## src/rtl/mesh_feeder_pkg.sv

```systemverilog
// rtl/mesh_feeder_pkg.sv - shared state codes, edge selects and default widths for the mesh edge feeder
package mesh_feeder_pkg;

  localparam logic [1:0] ST_IDLE  = 2'd0;
  localparam logic [1:0] ST_FILL  = 2'd1;
  localparam logic [1:0] ST_DRAIN = 2'd2;

  localparam logic DIR_NORTH = 1'b0;
  localparam logic DIR_WEST  = 1'b1;

  localparam int DEF_DATA_W = 32;
  localparam int DEF_CFG_W  = 64;

endpackage

```

## src/rtl/feeder_buf.sv

```systemverilog
// rtl/feeder_buf.sv - burst vector store with one write port and one combinational read port per lane
module feeder_buf #(
  parameter int DATA_W = 32,
  parameter int LANES  = 4,
  parameter int DEPTH  = 8,
  parameter int AW     = $clog2(DEPTH)
) (
  input  logic                    clk,
  input  logic                    wr_en,
  input  logic [AW-1:0]           wr_addr,
  input  logic [LANES*DATA_W-1:0] wr_data,
  input  logic [LANES*AW-1:0]     rd_addr,
  output logic [LANES*DATA_W-1:0] rd_data
);

  // Stored per lane so each skewed read port only touches its own column.
  logic [DATA_W-1:0] mem [DEPTH][LANES];

  always_ff @(posedge clk) begin
    if (wr_en) begin
      for (int k = 0; k < LANES; k++) begin
        mem[wr_addr][k] <= wr_data[k*DATA_W +: DATA_W];
      end
    end
  end

  for (genvar k = 0; k < LANES; k++) begin : g_rd
    assign rd_data[k*DATA_W +: DATA_W] = mem[rd_addr[k*AW +: AW]][k];
  end

endmodule

```

## src/rtl/mesh_edge_feeder.sv

```systemverilog
// rtl/mesh_edge_feeder.sv - buffers a burst and replays it skewed or aligned onto the north/west mesh edge
// Optional drain pause input mesh_stall is enabled by defining FEEDER_STALL_EN.
module mesh_edge_feeder
  import mesh_feeder_pkg::*;
#(
  parameter int DATA_W = DEF_DATA_W,
  parameter int LANES  = 4,
  parameter int DEPTH  = 8,
  parameter int CFG_W  = DEF_CFG_W
) (
  input  logic                    clk,
  input  logic                    reset_n,
  input  logic                    cfg_load,
  input  logic [CFG_W-1:0]        cfg_in,
  input  logic                    cfg_dir,
  input  logic                    cfg_systolic,
  input  logic                    start,
  input  logic                    in_valid,
  output logic                    in_ready,
  input  logic [LANES*DATA_W-1:0] in_data,
  input  logic                    in_last,
`ifdef FEEDER_STALL_EN
  input  logic                    mesh_stall,
`endif
  output logic [LANES*DATA_W-1:0] out_north,
  output logic [LANES*DATA_W-1:0] out_west,
  output logic [LANES-1:0]        out_valid,
  output logic [CFG_W-1:0]        cfg_out,
  output logic                    busy,
  output logic                    done
);

  localparam int CW = $clog2(DEPTH + LANES);
  localparam int AW = $clog2(DEPTH);
  localparam logic [CW-1:0] DEPTH_C  = CW'(DEPTH);
  localparam logic [CW-1:0] SKEW_MAX = CW'(LANES - 1);

  logic [1:0]              state;
  logic [CW-1:0]           count;
  logic [CW-1:0]           t;
  logic                    dir_q;
  logic                    sys_q;
  logic                    stall;
  logic                    accept;
  logic [CW-1:0]           drain_len;
  logic [LANES*AW-1:0]     rd_addr;
  logic [LANES*DATA_W-1:0] rd_data;
  logic [LANES-1:0]        lane_hit;
  logic [LANES*DATA_W-1:0] lane_word;

`ifdef FEEDER_STALL_EN
  assign stall = mesh_stall;
`else
  assign stall = 1'b0;
`endif

  assign in_ready  = (state == ST_FILL) && (count < DEPTH_C);
  assign accept    = in_ready && in_valid;
  assign busy      = (state != ST_IDLE);
  assign drain_len = count + (sys_q ? SKEW_MAX : '0);

  // Lane k reads vector t-skew; the t >= skew guard keeps the unsigned subtract from wrapping.
  for (genvar k = 0; k < LANES; k++) begin : g_lane
    logic [CW-1:0] skew;
    logic [CW-1:0] idx;
    assign skew        = sys_q ? CW'(k) : '0;
    assign idx         = t - skew;
    assign lane_hit[k] = (t >= skew) && (idx < count);
    assign rd_addr[k*AW +: AW]         = idx[AW-1:0];
    assign lane_word[k*DATA_W +: DATA_W] =
      lane_hit[k] ? rd_data[k*DATA_W +: DATA_W] : '0;
  end

  feeder_buf #(
    .DATA_W (DATA_W),
    .LANES  (LANES),
    .DEPTH  (DEPTH),
    .AW     (AW)
  ) u_buf (
    .clk     (clk),
    .wr_en   (accept),
    .wr_addr (count[AW-1:0]),
    .wr_data (in_data),
    .rd_addr (rd_addr),
    .rd_data (rd_data)
  );

  always_ff @(posedge clk or negedge reset_n) begin
    if (!reset_n) begin
      state     <= ST_IDLE;
      count     <= '0;
      t         <= '0;
      dir_q     <= 1'b0;
      sys_q     <= 1'b0;
      cfg_out   <= '0;
      out_north <= '0;
      out_west  <= '0;
      out_valid <= '0;
      done      <= 1'b0;
    end else begin
      done <= 1'b0;
      case (state)
        ST_IDLE: begin
          out_north <= '0;
          out_west  <= '0;
          out_valid <= '0;
          if (cfg_load) begin
            cfg_out <= cfg_in;
            dir_q   <= cfg_dir;
            sys_q   <= cfg_systolic;
          end
          if (start) begin
            state <= ST_FILL;
            count <= '0;
          end
        end
        ST_FILL: begin
          if (accept) begin
            count <= count + 1'b1;
            if (in_last || (count == DEPTH_C - 1'b1)) begin
              state <= ST_DRAIN;
              t     <= '0;
            end
          end
        end
        ST_DRAIN: begin
          if (!stall) begin
            t         <= t + 1'b1;
            out_valid <= lane_hit;
            if (dir_q == DIR_WEST) begin
              out_west  <= lane_word;
              out_north <= '0;
            end else begin
              out_north <= lane_word;
              out_west  <= '0;
            end
            if (t == drain_len - 1'b1) begin
              state <= ST_IDLE;
              done  <= 1'b1;
            end
          end
        end
        default: state <= ST_IDLE;
      endcase
    end
  end

endmodule

```

## config.mk

```make
export PLATFORM = sky130hd
export DESIGN_NAME = mesh_edge_feeder
export DESIGN_NICKNAME = d
export VERILOG_FILES = /design/src/rtl/mesh_feeder_pkg.sv /design/src/rtl/feeder_buf.sv /design/src/rtl/mesh_edge_feeder.sv
export SDC_FILE = /design/constraint.sdc
export NUM_CORES = 1
export LEC_CHECK = 0
export CAP_MARGIN = 25
export CORE_UTILIZATION = 53
export CTS_BUF_LIST = sky130_fd_sc_hd__clkbuf_8
export CTS_CLUSTER_DIAMETER = 120
export DETAILED_ROUTE_END_ITERATION = 7
export PLACE_DENSITY = 0.78
export SLEW_MARGIN = 20
export SYNTH_ARGS = -nofsm -noshare
export SYNTH_HDL_FRONTEND = slang
export SYNTH_SLANG_ARGS = --single-unit
```

## constraint.sdc

```tcl
create_clock -name clk -period 11 [get_ports clk]
set_input_delay 1.65 -clock clk [delete_from_list [all_inputs] [get_ports clk]]
set_output_delay 1.65 -clock clk [all_outputs]
set_load 0.01 [all_outputs]
```

==> metrics.txt, run 1 <==
fin nets 3,478; setup violators final 0; CTS resizes 0; total die area 98,300 sq um; Worst Hold Launch cfg_out[44]; crit path time final between 5 and 6 ns; DRC viols 0; Leak Pwr 0.0226 uW; EDFF count, synth 1,024; CTS H-tree depth 4; routed vias 27.0k; I/O Pins 527; Total GRT Usage 23.7%; period utilisation layout 46.3%; Die Y between 300 and 400 um; unrepaired setup endpoints after global routing no; Final Cell Area 62,300 sq um; # rows ~110; clock skew approximately 0.041 ns; WP data arrival 3.44 ns; Final Hold Vio Count 0; Min-Delay Endpoint cfg_out[44]; DP Area 57,900 sq um; critical-path cell list buf_12 > nor3b_1 > clkdlybuf4s50_1; Yosys reg bits about 1.4k; synth warn 0; Via density 5.73; Clock Latency Late Sink about 0.87 ns; Main synth FF type edfxtp_1; Clock Pin Slew Worst Setup and Hold Paths 0.07 ns; Syn Area/Cell 19.7 sq um; Crit. End Element primary output; Reg2Reg Setup Slack about 6 ns; Worst R2R Start t[0]; Synth cell types 47; DR WL/cell 24.7 um; Worst R2R End out_west[127]; first-pass GRT wire length around 170,000 um; post-route setup TNS 0 ns; clock sink total about 1.4k; WL final 116,000 um; Max rail drop VDD 0.208 mV; slowest CP cell nor3b_1; Initial Utilization 53.8%; Async SR Flop Fraction 24.8%; worst setup margin 5.91 ns; Seq/Total Area, Yosys between 70% and 80%; TritonCTS clock tree done; max-cap check violation count 0; CP Launch Type register; Post-CTS Hold Fix Bufs 0; Mapped Cells 2,609; GRT overflow 0; status completed; Port Buf Inserts ~530; share of cells above drive strength 1 16.4%; Die X 313 um; Core ar. 95,600 sq um; hold depth 1; Setup Fix Bufs, Post-CTS 0; Hold Path Class register to register; Fmax achieved 0.196 GHz; Clock Path Buffers 3; hpwl dp 69,300 um; Mapped Nets 2,833; Crit path buffers/inverters 2; initial antenna violation count 16; GP Congestion around 0.78; Syn Std Cell Area 51,400 sq um; Worst EP required slightly above 9 ns; CP top delay family buffers and inverters; largest net degree at the start of global routing 107; post-detailed-route count of antenna-violating nets 0; Reg2Reg Depth 7; Final Max Slew Viols 0; Max stage delay on crit path 0.83 ns; vias in the first global route 28.7k; Power per Cell Area 249 nW/um^2; detailed-router iteration count before antenna repair 6; Root Driver clkbuf_8; crit path from state[0]; critical path class register to primary output; Syn-to-layout area delta 21.2%; dpl ws roughly 5.5 ns; CTS Buf Count 203; Initial DRC Count roughly 2.2k; Rel. slew slack between 30 and 40%; Slew @ Worst Pin 1.01 ns; crit-path max FO 49
per-stage QoR:
step / power, uW / util (%) / instances / hold WS [ns]
6_report: 15500 / 65.2 / 4707 / 0.483
5_1_grt: 16200 / 65.2 / 4706 / 0.507
4_1_cts: 15600 / 64.9 / 4689 / 0.487
3_5_place_dp: 11600 / 60.6 / 4306 / 0.473
3_3_place_gp: 11400 / 60.6 / 4305 / 0.467
2_1_floorplan: 9850 / - / 2609 / 0.495
routing by layer:
metal / vias up / routed length, um / track usage [%] / part of all wire [%]
met5: - / 56 / 0 / 0.048
met1: 13900 / 46200 / 30.8 / 40
met4: 8 / 3450 / 8.70 / 3.0
met3: 205 / 8010 / 5.19 / 6.9
met2: 1141 / 58500 / 39.7 / 50
li1: 11700 / - / - / -
synthesized netlist by cell type, types with 6 or more instances:
master | number | area [sq um]
nand2_1 | 278 | 1040
buf_6 | 23 | 259
xor2_1 | 6 | 52.6
buf_2 | 28 | 140
inv_1 | 18 | 67.6
o21ai_1 | 141 | 706
buf_4 | 17 | 128
dfrtp_1 | 337 | 8430
xnor2_1 | 7 | 61.3
mux4_2 | 166 | 3740
o21ai_0 | 126 | 631
mux4_1 | 90 | 2360
mux2i_1 | 128 | 1280
mux2_1 | 28 | 315
clkbuf_1 | 56 | 210
a21oi_1 | 7 | 35.0
ha_1 | 22 | 275
nor2_1 | 14 | 52.6
mux2_2 | 37 | 417
o211ai_1 | 8 | 60.1
edfxtp_1 | 1024 | 30700
registers in the layout, indices dropped and copies added (netlist names):
register	cells
u_buf.mem	1024
out_north	128
out_west	128
cfg_out	64
count	4
out_valid	4
t	4
state	2
dir_q	1
done	1
sys_q	1
kinds of logic after synthesis:
| family | share of synthesized area [%] |
|---|---|
| compound gates | 2.98 |
| xor+xnor | 0.307 |
| fa+ha+maj | 0.613 |
| buf+inv | 1.73 |
| flops | 76.2 |
| mux | 15.8 |
| simple gates | 2.38 |
cell type report:
| class | instances | area, sq um |
|---|---|---|
| Antenna cell | 10 | 25.0 |
| Clock buffer | 232 | 3190 |
| Clock inverter | 151 | 952 |
| Sequential cell | 1361 | 39200 |
| Fill cell | 6150 | 33300 |
| Inverter | 20 | 75.1 |
| Timing Repair Buffer | 576 | 5830 |
| Multi-Input combinational cell | 1092 | 11500 |
| Tap cell | 1265 | 1580 |
where the power goes:
part           switching [uW]  internal, uW  total, uW
sequential                341          6130       6470
combinational            2620          2360       4980
clock                    1910          2160       4060
total                    4870         10600      15500
layout by cell type, fill, tap and decap left out, drive strengths merged, types with 3 or more instances in the layout:
cell type	netlist	routed
o211ai	8	8
nor2	14	14
a21o	3	3
dfrtp	337	337
mux2i	128	128
nand2	278	278
mux4	256	256
buf	75	51
clkinv	0	62
clkdlybuf4s50	0	525
diode	0	10
o21ai	267	267
bufinv	0	9
inv	20	96
xor2	7	7
clkbuf	61	232
edfxtp	1024	1024
ha	22	22
a21oi	7	7
mux2	65	65
nand2b	6	6
clkinvlp	0	4
xnor2	8	8
worst max-delay path by stage:
stage	endpoint	slack (ns)	cells past startpoint
global route	in_ready	5.76	3
finish	in_ready	5.91	3
detailed placement	u_buf.mem[0][78]	5.51	6
CTS	in_ready	5.68	2
global placement	u_buf.mem[0][80]	5.53	6
floorplan	u_buf.mem[7][0]	2.98	3
Note: power is estimated with default switching activity, not from simulation.
==> run 2: changes to the inputs <==
--- a/config.mk
+++ b/config.mk
@@ -6,7 +6,7 @@
 export NUM_CORES = 1
 export LEC_CHECK = 0
 export CAP_MARGIN = 25
-export CORE_UTILIZATION = 53
+export CORE_UTILIZATION = 55
 export CTS_BUF_LIST = sky130_fd_sc_hd__clkbuf_8
 export CTS_CLUSTER_DIAMETER = 120
 export DETAILED_ROUTE_END_ITERATION = 7
==> constraint.sdc (replaced) <==
create_clock -name clk -period 4.9 [get_ports clk]
set_input_delay 0.735 -clock clk [delete_from_list [all_inputs] [get_ports clk]]
set_output_delay 0.735 -clock clk [all_outputs]
set_load 0.01 [all_outputs]
==> metrics.txt, run 2 (synthesis results as in run 1) <==
Root Driver clkbuf_8; routed vias 26.8k (-0.50%); Core ar. 92,100 sq um (-3.7%); WP data arrival 3.02 ns (-0.42 ns); CTS resizes 0 (unchanged); CTS H-tree depth 4 (unchanged); status completed; WL final 115,000 um (-1.4%); unrepaired setup endpoints after global routing no; DP Area 58,200 sq um (+0.54%); Initial Utilization 55.8% (+2.0 points); slowest CP cell dfrtp_4; Max rail drop VDD 0.466 mV (+120%); Clock Pin Slew Worst Setup and Hold Paths 0.07 ns (about the same); initial antenna violation count 17 (+1); clock sink total 1,361 (unchanged); Syn-to-layout area delta 21.5%; biggest regs u_buf.mem (1024), out_north (128), out_west (128); setup violators final 0 (unchanged); Setup Fix Bufs, Post-CTS 0 (unchanged); Initial DRC Count 2,264 (+4.5%); total die area 94,700 sq um (-3.6%); post-placement cell count 4,300 (-0.14%); Crit path buffers/inverters 1 (-1); Worst EP required 4.16 ns (-5.19 ns); max reg flops 1,024 (unchanged); Crit. End Element primary output; DR WL/cell 24.4 um (-1.3%); vias in the first global route 28.3k (-1.4%); critical-path cell list nor3b_1 > clkdlybuf4s50_1; most frequent cells in the layout 1,024 x edfxtp_1, 525 x clkdlybuf4s50_1, 334 x dfrtp_1, 278 x nand2_1, 238 x clkbuf_8; Clock Latency Late Sink 0.87 ns (about the same); Final Hold Vio Count 0 (unchanged); Total GRT Usage 24.4% (+0.66 points); DRC viols 0 (unchanged); hold slack 0.463 ns (-0.0195 ns); first-pass GRT wire length 170,000 um (-2.1%); Fmax achieved approximately 0.27 GHz; Rel. slew slack 32.0% (-0.57 points); clock skew 0.0382 ns (-0.00326 ns); GRT overflow 0 (unchanged); Slew @ Worst Pin 1.02 ns (+0.00853 ns); Hold Path Class input port to register; share of cells above drive strength 1 16.5% (+0.098 points); final cell count without fillers 4,703 (-0.085%); Final Cell Area 62,500 sq um (+0.22%); most common cell after layout, fill and taps aside edfxtp_1; # rows 111 (-1.8%); Post-CTS Hold Fix Bufs 1 (+1); fin nets 3,491 (+0.37%); detailed-router iteration count before antenna repair 5 (-1); max-cap check violation count 0 (unchanged); hold depth 2 (+1); CP Launch Type register; GP Congestion 0.792 (+1.6%); Die Y 308 um (-1.8%); Final Max Slew Viols 0 (unchanged); Die X 308 um (-1.8%); hpwl dp 66,800 um (-3.6%); Reg2Reg Depth 7 (unchanged); crit path time final approximately 3.8 ns; I/O Pins 527 (unchanged); critical path class register to primary output; Critical Path Stages 2 (-1); largest net degree at the start of global routing 129 (+21%); crit-path max FO 52 (+6.1%); CTS Buf Count 206 (+1.5%); Power per Cell Area 554 nW/um^2 (+120%); Via density 5.70 (-0.42%); period utilisation layout about three quarters; CP top delay family flip-flops; TritonCTS clock tree done; post-route setup TNS 0 ns (unchanged); Leak Pwr 0.0226 uW (+0.23%); Max stage delay on crit path 0.84 ns (about the same); Clock Path Buffers 3 (unchanged); post-detailed-route count of antenna-violating nets 0 (unchanged); Port Buf Inserts 526 (unchanged); Largest Register u_buf.mem
## run 2: worst register-to-register path: stages, from the launching register on
cell     delay [ns]
dfrtp_4        0.86
inv_1          0.23
ha_1           0.30
fa_2           0.55
buf_4          0.66
mux4_1         0.46
mux2i_1        0.23
o21ai_0        0.14
## run 2: worst paths after layout
path	from	end	slack, ns
worst min-delay path	cfg_in[46]	cfg_out[46]	0.46
worst max-delay path	state[0]	in_ready	1.15
min in group asynchronous	reset_n	cfg_out[6]	0.56
max in group asynchronous	reset_n	out_west[47]	3.18
worst max register to register	t[0]	out_north[122]	1.32
worst min register to register	out_west[86]	out_west[86]	0.48
## run 2: metal layers
| metal | up-vias | global-route usage [%] | wire length (um) |
|---|---|---|---|
| met5 | - | 0 | 105 |
| met4 | 16 | 8.53 | 2650 |
| met2 | 1076 | 40.7 | 57900 |
| met1 | 13800 | 31.7 | 45500 |
| li1 | 11700 | - | - |
| met3 | 206 | 5.56 | 8370 |
## run 2: cell type report
cell class | count | area, sq um
antenna | 12 | 30.0
clock buffer | 238 | 3280
clock inverter | 151 | 871
fill | 5823 | 29600
inverter | 20 | 75.1
multi-input combinational | 1092 | 11500
sequential | 1361 | 39200
tap | 1243 | 1560
timing repair buffer | 586 | 5990
## run 2: where the power goes
| part | switching, uW | total, uW | internal, uW |
|---|---|---|---|
| sequential | 766 | 14500 | 13800 |
| combinational | 5660 | 11000 | 5330 |
| clock | 4320 | 9090 | 4780 |
## run 2: per-stage QoR
step	utilization, %	total power, uW	setup WS, ns
2_1_floorplan	-	22100	-0.0878
3_3_place_gp	63.3	25500	1.34
3_5_place_dp	63.3	25800	1.28
4_1_cts	67.8	34900	0.655
5_1_grt	67.8	36200	1.05
6_report	67.8	34600	1.15
==> run 3: changes to the inputs <==
--- a/config.mk
+++ b/config.mk
@@ -6,7 +6,7 @@
 export NUM_CORES = 1
 export LEC_CHECK = 0
 export CAP_MARGIN = 25
-export CORE_UTILIZATION = 55
+export CORE_UTILIZATION = 53
 export CTS_BUF_LIST = sky130_fd_sc_hd__clkbuf_8
 export CTS_CLUSTER_DIAMETER = 120
 export DETAILED_ROUTE_END_ITERATION = 7
==> constraint.sdc (replaced) <==
create_clock -name clk -period 3 [get_ports clk]
set_input_delay 0.45 -clock clk [delete_from_list [all_inputs] [get_ports clk]]
set_output_delay 0.45 -clock clk [all_outputs]
set_load 0.01 [all_outputs]
==> metrics.txt, run 3 (synthesis results as in run 1) <==
Leak Pwr 0.0227 uW (+0.53%); Die Y 313 um (+1.9%); vias in the first global route 28.9k (+2.0%); final core utilization 65.4% (-2.4 points); I/O Pins 527 (unchanged); crit-path max FO 11 (-79%); Final Hold Vio Count 0 (unchanged); Core ar. 95,600 sq um (+3.8%); max-cap check violation count 0 (unchanged); share of cells above drive strength 1 16.1% (-0.42 points); Max rail drop VDD 0.768 mV (+65%); initial antenna violation count 23 (+6); crit path time final 2.86 ns; Worst EP required 2.55 ns (-1.61 ns); Rel. slew slack 36.3% (+4.3 points); Hold Path Class input port to register; CP Launch Type register; period utilisation layout about 95%; Slew @ Worst Pin 0.956 ns (-0.0648 ns); Via density 5.73 (+0.48%); Syn-to-layout area delta 21.6% (about the same); Clock Path Buffers 3 (unchanged); crit path from state[0]; Largest Register u_buf.mem; max reg flops 1,024 (unchanged); fin nets 3,503 (+0.34%); Worst R2R Start sys_q; clock skew 0.0450 ns (+0.00684 ns); WP data arrival 2.41 ns (-0.61 ns); post-route setup TNS 0 ns (unchanged); dpl ws 0.136 ns (-1.15 ns); Max stage delay on crit path 0.54 ns (-0.30 ns); Worst Hold Launch cfg_in[54]; WL final 118,000 um (+2.6%); Clock Latency Late Sink 0.86 ns (about the same); largest net degree at the start of global routing 162 (+26%); hpwl dp 68,500 um (+2.5%); CTS H-tree depth 4 (unchanged); clock sink total 1,361 (unchanged); status completed; DR WL/cell 24.9 um (+2.1%); Initial Utilization 53.8% (-2.0 points); critical path class register to primary output; Root Driver clkbuf_8; TritonCTS clock tree done; CTS Buf Count 207 (+0.49%); unrepaired setup endpoints after global routing no; setup violators final 0 (unchanged); Final Max Slew Viols 0 (unchanged); detailed-router iteration count before antenna repair 6 (+1); post-detailed-route count of antenna-violating nets 0 (unchanged); GP Congestion 0.808 (+2.0%); Fmax achieved 0.349 GHz; Crit. End Element primary output; Clock Pin Slew Worst Setup and Hold Paths 0.06 ns (about the same); worst setup margin 0.135 ns (-1.01 ns); GRT overflow 0 (unchanged); DRC viols 0 (unchanged); Port Buf Inserts 526 (unchanged); routed vias 27.1k (+0.99%); most common cell after layout, fill and taps aside edfxtp_1; Power per Cell Area 895 nW/um^2 (+62%); first-pass GRT wire length 175,000 um (+2.9%); total die area 98,300 sq um (+3.7%); # rows 113 (+1.8%); biggest regs u_buf.mem (1024), out_north (128), out_west (128); most frequent cells in the layout 1,024 x edfxtp_1, 525 x clkdlybuf4s50_1, 334 x dfrtp_1, 276 x nand2_1, 230 x clkbuf_8; Total GRT Usage 24.1% (-0.25 points); Die X 313 um (+1.9%); critical-path cell list nor2_1 > inv_1 > clkdlybuf4s50_1; Initial DRC Count 2,046 (-9.6%); slowest CP cell dfrtp_4
==> run 3: final timing paths <==
check	endpoint	slack, ns	cells past startpoint
worst max-delay path	busy	0.14	3
worst min-delay path	cfg_out[54]	0.19	2
worst max register to register	out_north[112]	0.17	9
worst min register to register	out_north[92]	0.48	2
max in group asynchronous	out_west[80]	1.94	3
min in group asynchronous	cfg_out[10]	0.23	2
==> run 3: routing by layer <==
layer,part of all wire [%],track usage (%)
met1,38,30.1
met2,51,40.6
met3,7.6,5.94
met4,3.2,10.2
met5,0.11,0
==> run 3: layout make-up <==
cell class | count | area, sq um
tap | 1265 | 1580
inverter | 20 | 75.1
antenna | 12 | 30.0
multi-input combinational | 1092 | 11500
fill | 6275 | 33100
clock buffer | 230 | 3170
clock inverter | 150 | 673
timing repair buffer | 597 | 6310
sequential | 1361 | 39200
==> run 3: per-stage QoR <==
stage               cell area, sq um  hold slack, ns  std cells  total power (uW)
detailed placement             58600           0.474       4332             42600
finish                         62500           0.193       4727             56000
floorplan                      51500           0.154       2609             36100
CTS                            62400           0.104       4713             56500
global placement               58600           0.466       4332             42000
global route                   62500           0.139       4727             58600
==> run 3: worst max-delay path: cells and delay by family (launching register included) <==
kind	cells	cell delay [ns]
buffers and inverters	2	0.57
flip-flops	1	0.54
AND/OR/NAND/NOR	1	0.46
==> run 3: what timing repair did <==
action | CTS | global route
setup buffers | 0 | 0
resized for setup | 0 | 4
hold endpoints to repair | 69 | 0
hold buffers | 1 | 0
setup endpoints to repair | 0 | 25
==> run 3: power by group <==
part	total (uW)	internal, uW	switching (uW)	leakage (uW)
registers	23500	22500	1050	0.0138
logic	18500	8970	9570	0.00662
clock network	13900	7100	6810	0.00235
total	56000	38500	17400	0.0227
